==> src/rtl/flag_cond_unit_pkg.sv <==
// Shared condition-code and NZVC bit-index definitions for the status-flag unit
// and anything else that decodes branch conditions.
package flag_cond_unit_pkg;

  localparam int FLAG_N = 3;
  localparam int FLAG_Z = 2;
  localparam int FLAG_V = 1;
  localparam int FLAG_C = 0;

  localparam logic [3:0] COND_EQ = 4'd0;
  localparam logic [3:0] COND_NE = 4'd1;
  localparam logic [3:0] COND_CS = 4'd2;
  localparam logic [3:0] COND_CC = 4'd3;
  localparam logic [3:0] COND_MI = 4'd4;
  localparam logic [3:0] COND_PL = 4'd5;
  localparam logic [3:0] COND_VS = 4'd6;
  localparam logic [3:0] COND_VC = 4'd7;
  localparam logic [3:0] COND_HI = 4'd8;
  localparam logic [3:0] COND_LS = 4'd9;
  localparam logic [3:0] COND_GE = 4'd10;
  localparam logic [3:0] COND_LT = 4'd11;
  localparam logic [3:0] COND_GT = 4'd12;
  localparam logic [3:0] COND_LE = 4'd13;
  localparam logic [3:0] COND_AL = 4'd14;
  localparam logic [3:0] COND_NV = 4'd15;

  // Merge an ALU flag vector into the current flags under a per-bit enable.
  function automatic logic [3:0] merge_flags(input logic [3:0] cur,
                                             input logic [3:0] upd,
                                             input logic [3:0] mask);
    return (cur & ~mask) | (upd & mask);
  endfunction

endpackage

==> src/rtl/flag_cond_unit_cond_eval.sv <==
// Combinational branch-condition evaluator: maps a 4-bit condition code and
// an NZVC vector to a taken/not-taken decision.
module flag_cond_unit_cond_eval
  import flag_cond_unit_pkg::*;
(
  input  logic [3:0] cond,
  input  logic [3:0] nzvc,
  output logic       taken
);

  logic n_s, z_s, v_s, c_s;

  assign n_s = nzvc[FLAG_N];
  assign z_s = nzvc[FLAG_Z];
  assign v_s = nzvc[FLAG_V];
  assign c_s = nzvc[FLAG_C];

  // Condition decode.
  always_comb begin
    taken = 1'b0;
    case (cond)
      COND_EQ: taken = z_s;
      COND_NE: taken = !z_s;
      COND_CS: taken = c_s;
      COND_CC: taken = !c_s;
      COND_MI: taken = n_s;
      COND_PL: taken = !n_s;
      COND_VS: taken = v_s;
      COND_VC: taken = !v_s;
      COND_HI: taken = c_s & !z_s;
      COND_LS: taken = !c_s | z_s;
      COND_GE: taken = (n_s == v_s);
      COND_LT: taken = (n_s != v_s);
      COND_GT: taken = !z_s & (n_s == v_s);
      COND_LE: taken = z_s | (n_s != v_s);
      COND_AL: taken = 1'b1;
      COND_NV: taken = 1'b0;
      default: taken = 1'b0;
    endcase
  end

endmodule

==> src/rtl/flag_cond_unit.sv <==
// Architectural NZVC status register with carry feedback, a one-entry branch
// resolution stage on a valid/ready handshake, and a LIFO of saved flags.
module flag_cond_unit
  import flag_cond_unit_pkg::*;
#(
  parameter int STACK_DEPTH = 4,
  parameter int ADDR_W      = 16
) (
  input  logic              clk,
  input  logic              rst,
  input  logic [3:0]        alu_nzvc,
  input  logic              flag_we,
  input  logic [3:0]        flag_mask,
  output logic [3:0]        nzvc,
  output logic              cin,
  input  logic              br_valid,
  output logic              br_ready,
  input  logic [3:0]        br_cond,
  input  logic [ADDR_W-1:0] br_target,
  output logic              res_valid,
  input  logic              res_ready,
  output logic              res_taken,
  output logic [ADDR_W-1:0] res_target,
  input  logic              irq_push,
  input  logic              irq_pop,
  output logic              stk_empty,
  output logic              stk_full,
  output logic              stk_err
);

  localparam int IDX_W = $clog2(STACK_DEPTH);
  localparam int PTR_W = IDX_W + 1;

  logic [3:0]        nzvc_q, nzvc_d;
  logic [PTR_W-1:0]  ptr_q, ptr_d, ptr_m1_s;
  logic [3:0]        stack_q [STACK_DEPTH];
  logic [3:0]        stack_d [STACK_DEPTH];
  logic              err_q, err_d;
  logic              res_valid_q, res_valid_d;
  logic              res_taken_q, res_taken_d;
  logic [ADDR_W-1:0] res_target_q, res_target_d;
  logic              push_ok_s, pop_ok_s, accept_s, taken_s;

  assign stk_empty = (ptr_q == {PTR_W{1'b0}});
  assign stk_full  = (ptr_q == PTR_W'(STACK_DEPTH));
  assign ptr_m1_s  = ptr_q - PTR_W'(1);
  assign push_ok_s = irq_push & !irq_pop & !stk_full;
  assign pop_ok_s  = irq_pop & !irq_push & !stk_empty;
  assign br_ready  = !res_valid_q | res_ready;
  assign accept_s  = br_valid & br_ready;

  // Next flags, pointer, stack contents and sticky error.
  always_comb begin
    nzvc_d  = nzvc_q;
    ptr_d   = ptr_q;
    stack_d = stack_q;
    err_d   = err_q;
    if (pop_ok_s) begin
      nzvc_d = stack_q[ptr_m1_s[IDX_W-1:0]];
      ptr_d  = ptr_m1_s;
    end else if (flag_we) begin
      nzvc_d = merge_flags(nzvc_q, alu_nzvc, flag_mask);
    end else begin
      nzvc_d = nzvc_q;
    end
    if (push_ok_s) begin
      stack_d[ptr_q[IDX_W-1:0]] = nzvc_q;
      ptr_d = ptr_q + PTR_W'(1);
    end else begin
      ptr_d = ptr_d;
    end
    if ((irq_push & irq_pop) | (irq_push & stk_full) | (irq_pop & stk_empty)) begin
      err_d = 1'b1;
    end else begin
      err_d = err_q;
    end
  end

  // Branches see the flags as they will be after this edge (bypass).
  flag_cond_unit_cond_eval u_cond_eval (
    .cond  (br_cond),
    .nzvc  (nzvc_d),
    .taken (taken_s)
  );

  // Result register: load on accept, drop when consumed.
  always_comb begin
    res_valid_d  = res_valid_q;
    res_taken_d  = res_taken_q;
    res_target_d = res_target_q;
    if (accept_s) begin
      res_valid_d  = 1'b1;
      res_taken_d  = taken_s;
      res_target_d = br_target;
    end else if (res_ready) begin
      res_valid_d  = 1'b0;
    end else begin
      res_valid_d  = res_valid_q;
    end
  end

  // Control and status state.
  always_ff @(posedge clk) begin
    if (rst) begin
      nzvc_q       <= 4'b0000;
      ptr_q        <= {PTR_W{1'b0}};
      err_q        <= 1'b0;
      res_valid_q  <= 1'b0;
      res_taken_q  <= 1'b0;
      res_target_q <= {ADDR_W{1'b0}};
    end else begin
      nzvc_q       <= nzvc_d;
      ptr_q        <= ptr_d;
      err_q        <= err_d;
      res_valid_q  <= res_valid_d;
      res_taken_q  <= res_taken_d;
      res_target_q <= res_target_d;
    end
  end

  // Stack storage; contents are don't-care after reset.
  always_ff @(posedge clk) begin
    stack_q <= stack_d;
  end

  assign nzvc       = nzvc_q;
  assign cin        = nzvc_q[FLAG_C];
  assign res_valid  = res_valid_q;
  assign res_taken  = res_taken_q;
  assign res_target = res_target_q;
  assign stk_err    = err_q;

endmodule

==> config.mk <==
export PLATFORM = sky130hd
export DESIGN_NAME = flag_cond_unit
export DESIGN_NICKNAME = d
export VERILOG_FILES = /design/src/rtl/flag_cond_unit_pkg.sv /design/src/rtl/flag_cond_unit_cond_eval.sv /design/src/rtl/flag_cond_unit.sv
export SDC_FILE = /design/constraint.sdc
export NUM_CORES = 1
export LEC_CHECK = 0
export CAP_MARGIN = 10
export CORE_ASPECT_RATIO = 0.6
export CORE_MARGIN = 3
export CORE_UTILIZATION = 47
export CTS_CLUSTER_DIAMETER = 150
export DETAILED_ROUTE_END_ITERATION = 7
export PLACE_DENSITY = 0.92
export SKIP_LAST_GASP = 1
export SYNTH_ARGS = -nofsm -noshare
export SYNTH_HDL_FRONTEND = slang
export SYNTH_SLANG_ARGS = --single-unit
==> constraint.sdc <==
create_clock -name clk -period 2.9 [get_ports clk]
set_clock_uncertainty 0.2 [all_clocks]
set_input_delay 0.87 -clock clk [delete_from_list [all_inputs] [get_ports clk]]
set_output_delay 0.87 -clock clk [all_outputs]
set_load 0.02 [all_outputs]
==> metrics <==
io pins just over 60; antenna violations before repair 0; H-tree depth 2; wl on met1 about 2600 um; fin nets 320; met2 wire len about 2500 um; syn_area_per_cell about 10 um2; Worst-path clk slew approximately 80 ps; largest net degree at the start of global routing 27; Initial Utilization 49.8%; status complete, no violations; Crit. End Element flip-flop; most common cell in the netlist nand2_1; number of synthesized register bits 42; P_leak around 0.0012 uW; sequential area share after synthesis between 40% and 50%; max-slew violation count 0; final worst-path cycle share between 90% and 100%; relative slew slack roughly 73%; total routed wirelength roughly 5600 um; Synth area leaders dfxtp_1 25%, edfxtp_1 23%, nand2_1 7.6%, mux4_2 5.4%, a21oi_1 5.0%; height of the die about 58 um; port bufs ~60; prevailing post-synth register cell dfxtp_1; Area after DPL between 2000 and 3000 um2; total track usage a little over a fifth; Initial DRC Count 67; design area about 3000 um2; Crit path required time 2890 ps; Final WS setup around 10 ps; CTS tree built; DRT antenna net count 0; share of post-route cells with drive strength above 1 ~17%; CP Max Fanout 5; die area roughly 5300 um2; CTS root buf clkbuf_8; unrepaired setup endpoints after global routing yes; Remaining DRCs 0; final RePlAce weighted congestion 0.904; n_diodes 0; Post-Syn Area around 2100 um2; Final setup viols 0; Net Count, Synth ~240; Die Wd between 90 and 100 um; Syn. warnings 0; Power per Cell Area between 500 and 600 nW/um2; fin crit period ~2900 ps; Post-synth EDFFs 16; Hold Crit Depth 2; Clock Latency Late Sink around 300 ps; Avg Vias per Cell about 5.3; area delta synth->final 42.9%; HPWL Detailed roughly 4000 um; final setup TNS 0 ps; Hold Fails Final Rpt 0; async set-or-reset flop fraction in the synthesized netlist 0%; first-pass GRT wire length between 8000 and 9000 um; crit path kind input pin to flip-flop; routed wl met3 361 um; # fillers 315; clk sinks 42; WP data arrival roughly 2900 ps; Max Clk Rate approximately 350 MHz; top cells by count, synth 42 x nand2_1, 26 x dfxtp_1, 21 x a21oi_1; post-synth top area share around 25%; DR pass1 iterations 4; hold crit path type flip-flop to flip-flop; CTS Buf Count 5; Remaining Overflow, GRT 0; Reg2Reg Depth 9; Max IR drop VDD 0.000318 V; Placed Cells approximately 330; maximum clock insertion buffer count 2; Min Hold Slack 258 ps; Cells after Synth approximately 200; vias in the first global route 1808; multi-input logic area slightly above 1000 um2; WL/cell around 16 um; Worst-Margin Slew approximately 400 ps; Finished Layout Cells around 340; max_cap viols 0; startpoint types input pin; setup slack at placement -258 ps; CORE AREA 4190 um2; # rows 18; Synth cell types 51; via count roughly 1800; Yosys top cell by area dfxtp_1; sequential cell area approximately 1000 um2; DR top layer met4
==> flip-flops by register name (all words and copies together) (netlist names) <==
signal	cells
res_target	16
stack_q	16
nzvc	4
ptr_q	3
res_taken	1
res_valid	1
stk_err	1
==> cells in the final DEF, fill, tap and decap left out, types with 2 or more instances in the layout <==
cell type,Yosys,routed
dfxtp_1,26,26
nor2_1,11,11
mux2i_1,5,5
clkbuf_2,1,2
ha_1,5,4
edfxtp_1,16,16
and2_1,5,5
a211oi_2,2,2
inv_1,5,5
buf_4,1,19
a21bo_2,2,2
and3_1,2,2
nand2_1,42,42
or3_1,2,2
and3b_1,2,2
xnor2_1,5,5
clkbuf_8,0,5
nand2b_1,2,2
mux4_2,5,5
nor3_1,2,2
a211o_1,2,2
a21oi_1,21,21
clkdlybuf4s50_1,0,58
nand3_1,2,2
mux2_2,2,2
==> per-layer routing <==
layer	up-vias	track usage, %
met5	-	0
met2	54	33.3
met4	0	9.09
li1	876	-
met3	13	5.53
met1	872	29.7
==> worst paths after layout <==
check | startpoint | slack (ps) | end
worst min-delay path | res_target[10] | 260 | res_target[10]
worst min register to register | res_target[10] | 260 | res_target[10]
worst max register to register | ptr_q[1] | 220 | res_taken
worst max-delay path | irq_push | 10 | res_taken
==> kinds of logic (layout without fill, tap and decap cells) <==
family | Yosys count | in the layout | synth area share, %
xor gates and xnor gates | 7 | 7 | 3.66
buffers and inverters | 16 | 94 | 3.48
adders and majority gates | 5 | 5 | 3.00
AOI/OAI and AO/OA | 40 | 40 | 12.9
and+or+nand+nor | 80 | 80 | 18.8
DFF | 42 | 42 | 48.0
muxes | 13 | 13 | 10.1
==> worst max-delay path, cell delays in order <==
cell             delay [ps]
clkdlybuf4s50_1         490
and2b_2                 270
a22oi_2                 250
nor2_1                  100
mux4_2                  510
a211oi_2                280
a211oi_2                 90
==> through the flow <==
stage | total power (uW) | util, %
2_1_floorplan | 964 | -
6_report | 1640 | 71.1
5_1_grt | 1700 | 71.1
4_1_cts | 1630 | 70.9
3_3_place_gp | 1160 | 68.3
3_5_place_dp | 1170 | 68.3
==> power by group <==
group / internal, uW / total, uW / switching [uW]
clock network: 261 / 471 / 210
registers: 656 / 687 / 30.5
logic: 242 / 478 / 236
==> cell type report <==
class                      count  area share [%]
clock buffer                   6            2.48
clock inverter                 2            1.22
inverter                       6           0.756
multi-input combinational    145            34.2
sequential                    42            33.6
tap                           60            2.52
timing repair buffer          80            25.2
==> repair_timing <==
item / 4_1_cts / 5_1_grt
gates resized for setup: 2 / 7
buffers inserted: 0 / 0
hold buffers: 0 / 0
setup endpoints to repair: 2 / 3
Note: power is estimated with default switching activity, not from simulation.
